--- config.mk ---
export PLATFORM = sky130hd
export DESIGN_NAME = control_unit
export DESIGN_NICKNAME = d
export VERILOG_FILES = /design/src/rtl/blueberry_pkg.sv /design/src/rtl/control_unit_exec_edge.sv /design/src/rtl/control_unit.sv
export SDC_FILE = /design/constraint.sdc
export NUM_CORES = 1
export LEC_CHECK = 0
export ABC_AREA = 1
export BUFFER_PORTS_ARGS = -buffer_cell sky130_fd_sc_hd__buf_4
export CORE_MARGIN = 2
export CORE_UTILIZATION = 50
export CTS_BUF_LIST = sky130_fd_sc_hd__clkbuf_8
export CTS_CLUSTER_DIAMETER = 200
export DETAILED_ROUTE_END_ITERATION = 8
export GPL_TIMING_DRIVEN = 0
export PLACE_DENSITY = 0.88
export SYNTH_ARGS = -nofsm -noshare
export SYNTH_HDL_FRONTEND = slang
export SYNTH_HIERARCHICAL = 1
export SYNTH_SLANG_ARGS = --single-unit
export TNS_END_PERCENT = 30
--- constraint.sdc ---
create_clock -name clk -period 3.55 [get_ports clk]
set_clock_uncertainty 0.1 [all_clocks]
set_input_delay 0.1775 -clock clk [delete_from_list [all_inputs] [get_ports clk]]
set_output_delay 0.1775 -clock clk [all_outputs]
set_load 0.05 [all_outputs]
--- src/rtl/blueberry_pkg.sv ---
// Shared types for the Blueberry-Pi datapath: opcodes, ALU operations,
// timesteps and instruction field positions.
package blueberry_pkg;

    typedef enum logic [3:0] {
        OP_LOAD = 4'd0,
        OP_MOV  = 4'd1,
        OP_ADD  = 4'd2,
        OP_SUB  = 4'd3,
        OP_INV  = 4'd4
    } opcode_e;

    typedef enum logic [1:0] {
        ALU_ADD  = 2'b00,
        ALU_SUB  = 2'b01,
        ALU_NOT  = 2'b10,
        ALU_PASS = 2'b11
    } alu_op_t;

    typedef enum logic [1:0] {
        T0 = 2'd0,
        T1 = 2'd1,
        T2 = 2'd2,
        T3 = 2'd3
    } timestep_t;

    localparam int INSTR_W = 10;
    localparam int OPC_MSB = 9;
    localparam int OPC_LSB = 6;
    localparam int RX_MSB  = 3;
    localparam int RX_LSB  = 2;
    localparam int RY_MSB  = 1;
    localparam int RY_LSB  = 0;

    // Instructions that need the ALU take the long path through T2 (and T3).
    function automatic logic uses_alu(input logic [3:0] opc);
        return (opc == OP_ADD) || (opc == OP_SUB) || (opc == OP_INV);
    endfunction

endpackage

--- src/rtl/control_unit_exec_edge.sv ---
// Execute button rising-edge detector with optional two-flop synchronizer,
// enabled by defining CTRL_EXEC_SYNC_EN.
module exec_edge (
    input  logic clk,
    input  logic rst,
    input  logic exec_i,
    output logic exec_pulse_o
);

    logic exec_s;
    logic hist_q;

`ifdef CTRL_EXEC_SYNC_EN
    logic sync1_q;
    logic sync2_q;

    // Reset to 1 so a button held through reset never looks like a new press.
    always_ff @(posedge clk or posedge rst) begin
        if (rst) begin
            sync1_q <= 1'b1;
            sync2_q <= 1'b1;
        end else begin
            sync1_q <= exec_i;
            sync2_q <= sync1_q;
        end
    end

    assign exec_s = sync2_q;
`else
    assign exec_s = exec_i;
`endif

    always_ff @(posedge clk or posedge rst) begin
        if (rst) begin
            hist_q <= 1'b1;
        end else begin
            hist_q <= exec_s;
        end
    end

    assign exec_pulse_o = exec_s & ~hist_q;

endmodule

--- src/rtl/control_unit.sv ---
// Blueberry-Pi instruction sequencer: captures an instruction on an Execute
// press and steps T0..T3 issuing bus/register strobes. See CTRL_EXEC_SYNC_EN.
module control_unit
    import blueberry_pkg::*;
#(
    parameter int NREG = 4
) (
    input  logic                clk,
    input  logic                rst,
    input  logic [INSTR_W-1:0]  Instr,
    input  logic                Execute,
    output logic [INSTR_W-1:0]  Ir,
    output logic [1:0]          Time,
    output logic                Done,
    output logic                Ext_Out,
    output logic [NREG-1:0]     Reg_Out,
    output logic [NREG-1:0]     Reg_Ld,
    output logic                A_Ld,
    output logic                G_Ld,
    output logic                G_Out,
    output logic [1:0]          Alu_Op
);

    timestep_t            time_q;
    logic [INSTR_W-1:0]   ir_q;
    logic                 done_q;
    logic                 exec_pulse;

    logic [3:0]           opc;
    logic [1:0]           rx;
    logic [1:0]           ry;
    logic [NREG-1:0]      rx_sel;
    logic [NREG-1:0]      ry_sel;
    alu_op_t              alu_op;

    exec_edge u_exec_edge (
        .clk          (clk),
        .rst          (rst),
        .exec_i       (Execute),
        .exec_pulse_o (exec_pulse)
    );

    assign opc    = ir_q[OPC_MSB:OPC_LSB];
    assign rx     = ir_q[RX_MSB:RX_LSB];
    assign ry     = ir_q[RY_MSB:RY_LSB];
    assign rx_sel = {{(NREG-1){1'b0}}, 1'b1} << rx;
    assign ry_sel = {{(NREG-1){1'b0}}, 1'b1} << ry;

    // Edges are only honoured while idle in T0; anything else is dropped.
    always_ff @(posedge clk or posedge rst) begin
        if (rst) begin
            time_q <= T0;
            ir_q   <= '0;
            done_q <= 1'b0;
        end else begin
            case (time_q)
                T0: begin
                    if (exec_pulse) begin
                        ir_q   <= Instr;
                        done_q <= 1'b0;
                        time_q <= T1;
                    end
                end
                T1: begin
                    if (uses_alu(opc)) begin
                        time_q <= T2;
                    end else begin
                        time_q <= T0;
                        done_q <= 1'b1;
                    end
                end
                T2: begin
                    if ((opc == OP_ADD) || (opc == OP_SUB)) begin
                        time_q <= T3;
                    end else begin
                        time_q <= T0;
                        done_q <= 1'b1;
                    end
                end
                default: begin
                    time_q <= T0;
                    done_q <= 1'b1;
                end
            endcase
        end
    end

    // Moore decode of the strobes from the registered timestep and instruction.
    always_comb begin
        Ext_Out = 1'b0;
        Reg_Out = '0;
        Reg_Ld  = '0;
        A_Ld    = 1'b0;
        G_Ld    = 1'b0;
        G_Out   = 1'b0;
        alu_op  = ALU_PASS;
        case (time_q)
            T1: begin
                case (opc)
                    OP_LOAD: begin
                        Ext_Out = 1'b1;
                        Reg_Ld  = rx_sel;
                    end
                    OP_MOV: begin
                        Reg_Out = ry_sel;
                        Reg_Ld  = rx_sel;
                    end
                    OP_ADD, OP_SUB: begin
                        Reg_Out = rx_sel;
                        A_Ld    = 1'b1;
                    end
                    OP_INV: begin
                        Reg_Out = ry_sel;
                        alu_op  = ALU_NOT;
                        G_Ld    = 1'b1;
                    end
                    default: ;
                endcase
            end
            T2: begin
                case (opc)
                    OP_ADD, OP_SUB: begin
                        Reg_Out = ry_sel;
                        alu_op  = (opc == OP_SUB) ? ALU_SUB : ALU_ADD;
                        G_Ld    = 1'b1;
                    end
                    OP_INV: begin
                        G_Out  = 1'b1;
                        Reg_Ld = rx_sel;
                    end
                    default: ;
                endcase
            end
            T3: begin
                G_Out  = 1'b1;
                Reg_Ld = rx_sel;
            end
            default: ;
        endcase
    end

    assign Ir     = ir_q;
    assign Time   = time_q;
    assign Done   = done_q;
    assign Alu_Op = alu_op;

endmodule
==> flow_summary.json <==
{
  "grt_pass1_wl_microns": 4057,
  "clk_latency_ns": 0.24,
  "via_per_inst": 5.058,
  "r2r_cells": 6,
  "nets": 199,
  "worstSetupStartpointType": "flop",
  "slew_violations": 0,
  "required_ns": 3.27,
  "peakVddDrop_v": 0.0006910,
  "cts_max_level": 1,
  "clkTransAtPathRegs_ns": 0.06,
  "critPathLaunch": "Time[1]",
  "status": "finished, final reports clean",
  "drt_wl_total_microns": 2465,
  "critical-path-top-delay-family": "buffers and inverters",
  "first_iter_violations": 29,
  "cp_max_fo": 9,
  "ant_nets": 0,
  "cts_buffer_depth": 2,
  "cp_slowest_stage_delay_ns": 0.43,
  "dieArea_sq_um": 2373,
  "finalHoldViolCount": 0,
  "multi_input_area_sq_um": 534.3,
  "cp_num_buf_inv": 3,
  "fin_cells": 206,
  "gp_congestion": 0.8724,
  "tns_ns": 0,
  "design.core.area_sq_um": 1922,
  "hold_depth": 2,
  "path_common_cell": "nand3_1",
  "rsz0062_at_grt": "no",
  "overflow": 0,
  "cp-end-kind": "output port",
  "dieWidth_microns": 48.72,
  "timing.rr.start": "Time[0]",
  "synth_cell_types": 23,
  "cts_tree": "yes",
  "cts_inserted_buffers": 3,
  "synth_area_leader_cell": "dfrtp_1",
  "p_leak_nw": 0.7840,
  "dp_hpwl_microns": 1997,
  "path_cells": "inv_1 > ha_1 > buf_2 > nand3_1 > nand3_1 > nand2_2 > nor2_1 > buf_4",
  "hp-start": "Instr[9]",
  "min_path_type": "input port to flop",
  "crit_cells": 8,
  "grt_antenna_before_repair": 0,
  "area_growth_pct": 40.17,
  "fin_crit_sh": 0.6218,
  "fin_util": 0.7292,
  "drt_pass1_iterations": 5,
  "antenna_cells": 0,
  "place_inst": 200,
  "synth.avg_cell_area_sq_um": 7.461,
  "arrival_ns": 1.93,
  "synthTopCellsByArea": "dfrtp_1 33%, nand2_1 9.8%, inv_1 9.0%, ha_1 7.5%, nor2_1 6.8%",
  "ys_seq_area_frac": 0.3517,
  "seq_area_sq_um": 351.6,
  "fill_cells": 148,
  "ys_ff_latch": 14,
  "crit_path_top_delay_cell": "dfrtp_1",
  "setup_viol": 0,
  "io_buffers": 39,
  "dp_slack_ns": 1.649,
  "via_count": 1042,
  "powerDensity_nw_per_um2": 1067,
  "rows": 16,
  "maxCapViolCount": 0,
  "syn_inst": 134,
  "grt_pass1_vias": 947,
  "wl_per_cell_microns": 11.97,
  "post_cts.repair.setup_buffers": 0,
  "syn-num-nets": 153,
  "place_area_sq_um": 1326,
  "design_area_sq_um": 1401,
  "max_freq_mhz": 453.0,
  "grt_max_degree": 14,
  "initial_core_util": 0.5202,
  "worstMarginPinSlew_ns": 0.4868,
  "maxSlewHeadroom": 0.6751,
  "die_y_microns": 48.72,
  "synth_top_area_frac": 0.3254,
  "finalWorstSetupSlack_ns": 1.343,
  "cts_sinks": 14,
  "drive_gt1_frac": 0.3408,
  "fin_crit_ns": 2.207,
  "syn_area_sq_um": 999.7,
  "post-route-drc-count": 0,
  "groute.usage.overall": 0.2182,
  "root_buffer": "clkbuf_8",
  "crit_type": "flop to output port",
  "synth.yosys.warnings": 6,
  "io_pins": 40
}
==> worst paths after layout <==
check | to | slack [ns]
max | Reg_Ld[3] | 1.34
min | Ir[9] | 0.07
min reg2reg | Done | 0.38
max in group asynchronous | Ir[7] | 2.60
max reg2reg | Ir[3] | 1.90
min in group asynchronous | u_exec_edge/hist_q | 0.39
==> power by group <==
group / switching, mW / total (mW) / internal (mW)
Sequential: 0.106 / 0.340 / 0.233
Clock: 0.0548 / 0.153 / 0.0982
Combinational: 0.708 / 1.00 / 0.295
==> cell usage after synthesis, drive strengths merged <==
master	count
nor2	21
nand2	27
o21ai	1
inv	25
a21boi	1
nand3	13
nand4	8
ha	6
clkinv	2
a21oi	8
o31ai	1
or2	2
dfrtp	13
dfstp	1
mux2	3
buf	2
==> registers in the layout, indices dropped and copies added (netlist names) <==
name,flops
Time,2
Ir,10
Done,1
u_exec_edge/hist_q,1
==> layout by cell type, fill, tap and decap left out, types with 2 or more instances in the layout <==
| cell type | n |
|---|---|
| dfrtp_1 | 13 |
| inv_1 | 24 |
| nand3_1 | 11 |
| nor2_4 | 2 |
| nand3_4 | 2 |
| nand2_1 | 26 |
| nand4_1 | 6 |
| a21oi_1 | 8 |
| dlygate4sd3_1 | 2 |
| nand4_2 | 2 |
| nor2_1 | 18 |
| buf_2 | 2 |
| ha_1 | 6 |
| clkinv_2 | 2 |
| mux2_2 | 3 |
| buf_4 | 39 |
| clkbuf_8 | 4 |
==> through the flow <==
stage / power (mW) / hold WS (ns)
global placement: 1.300 / 0.08862
finish: 1.495 / 0.06669
detailed placement: 1.340 / 0.09652
global route: 1.588 / 0.07067
CTS: 1.499 / 0.06288
floorplan: 1.055 / -0.04554
==> cell families after synthesis <==
| logic type | share of synthesized area |
|---|---|
| buffers and inverters | 0.1139 |
| adder cells (fa/ha/maj) | 0.07509 |
| flip-flops | 0.3517 |
| multiplexers | 0.03379 |
| AO/OA/AOI/OAI | 0.06008 |
| AND/OR/NAND/NOR | 0.3655 |
==> routing by layer <==
metal / routed length, microns / up-vias / global-route usage / share of wire
li1: - / 515 / - / -
met1: 963 / 472 / 0.2704 / 0.39
met2: 1273 / 48 / 0.3676 / 0.52
met3: 166 / 7 / 0.01543 / 0.067
met4: 60 / 0 / 0.1381 / 0.024
met5: 0 / - / 0 / 0
==> final cells by class <==
type                    count  area share
well taps                  27     0.02411
plain buffers               2    0.007143
flip-flops and latches     14      0.2509
clock buffers               4     0.03929
repair buffers             41      0.2232
inverters                  27     0.07411
multi-input cells          91      0.3813
==> what timing repair did <==
| action | 4_1_cts | 5_1_grt |
|---|---|---|
| hold buffers | 2 | 0 |
| endpoints found under the hold margin | 15 | 0 |
| resized for setup | 0 | 0 |
Note: power is estimated with default switching activity, not from simulation.
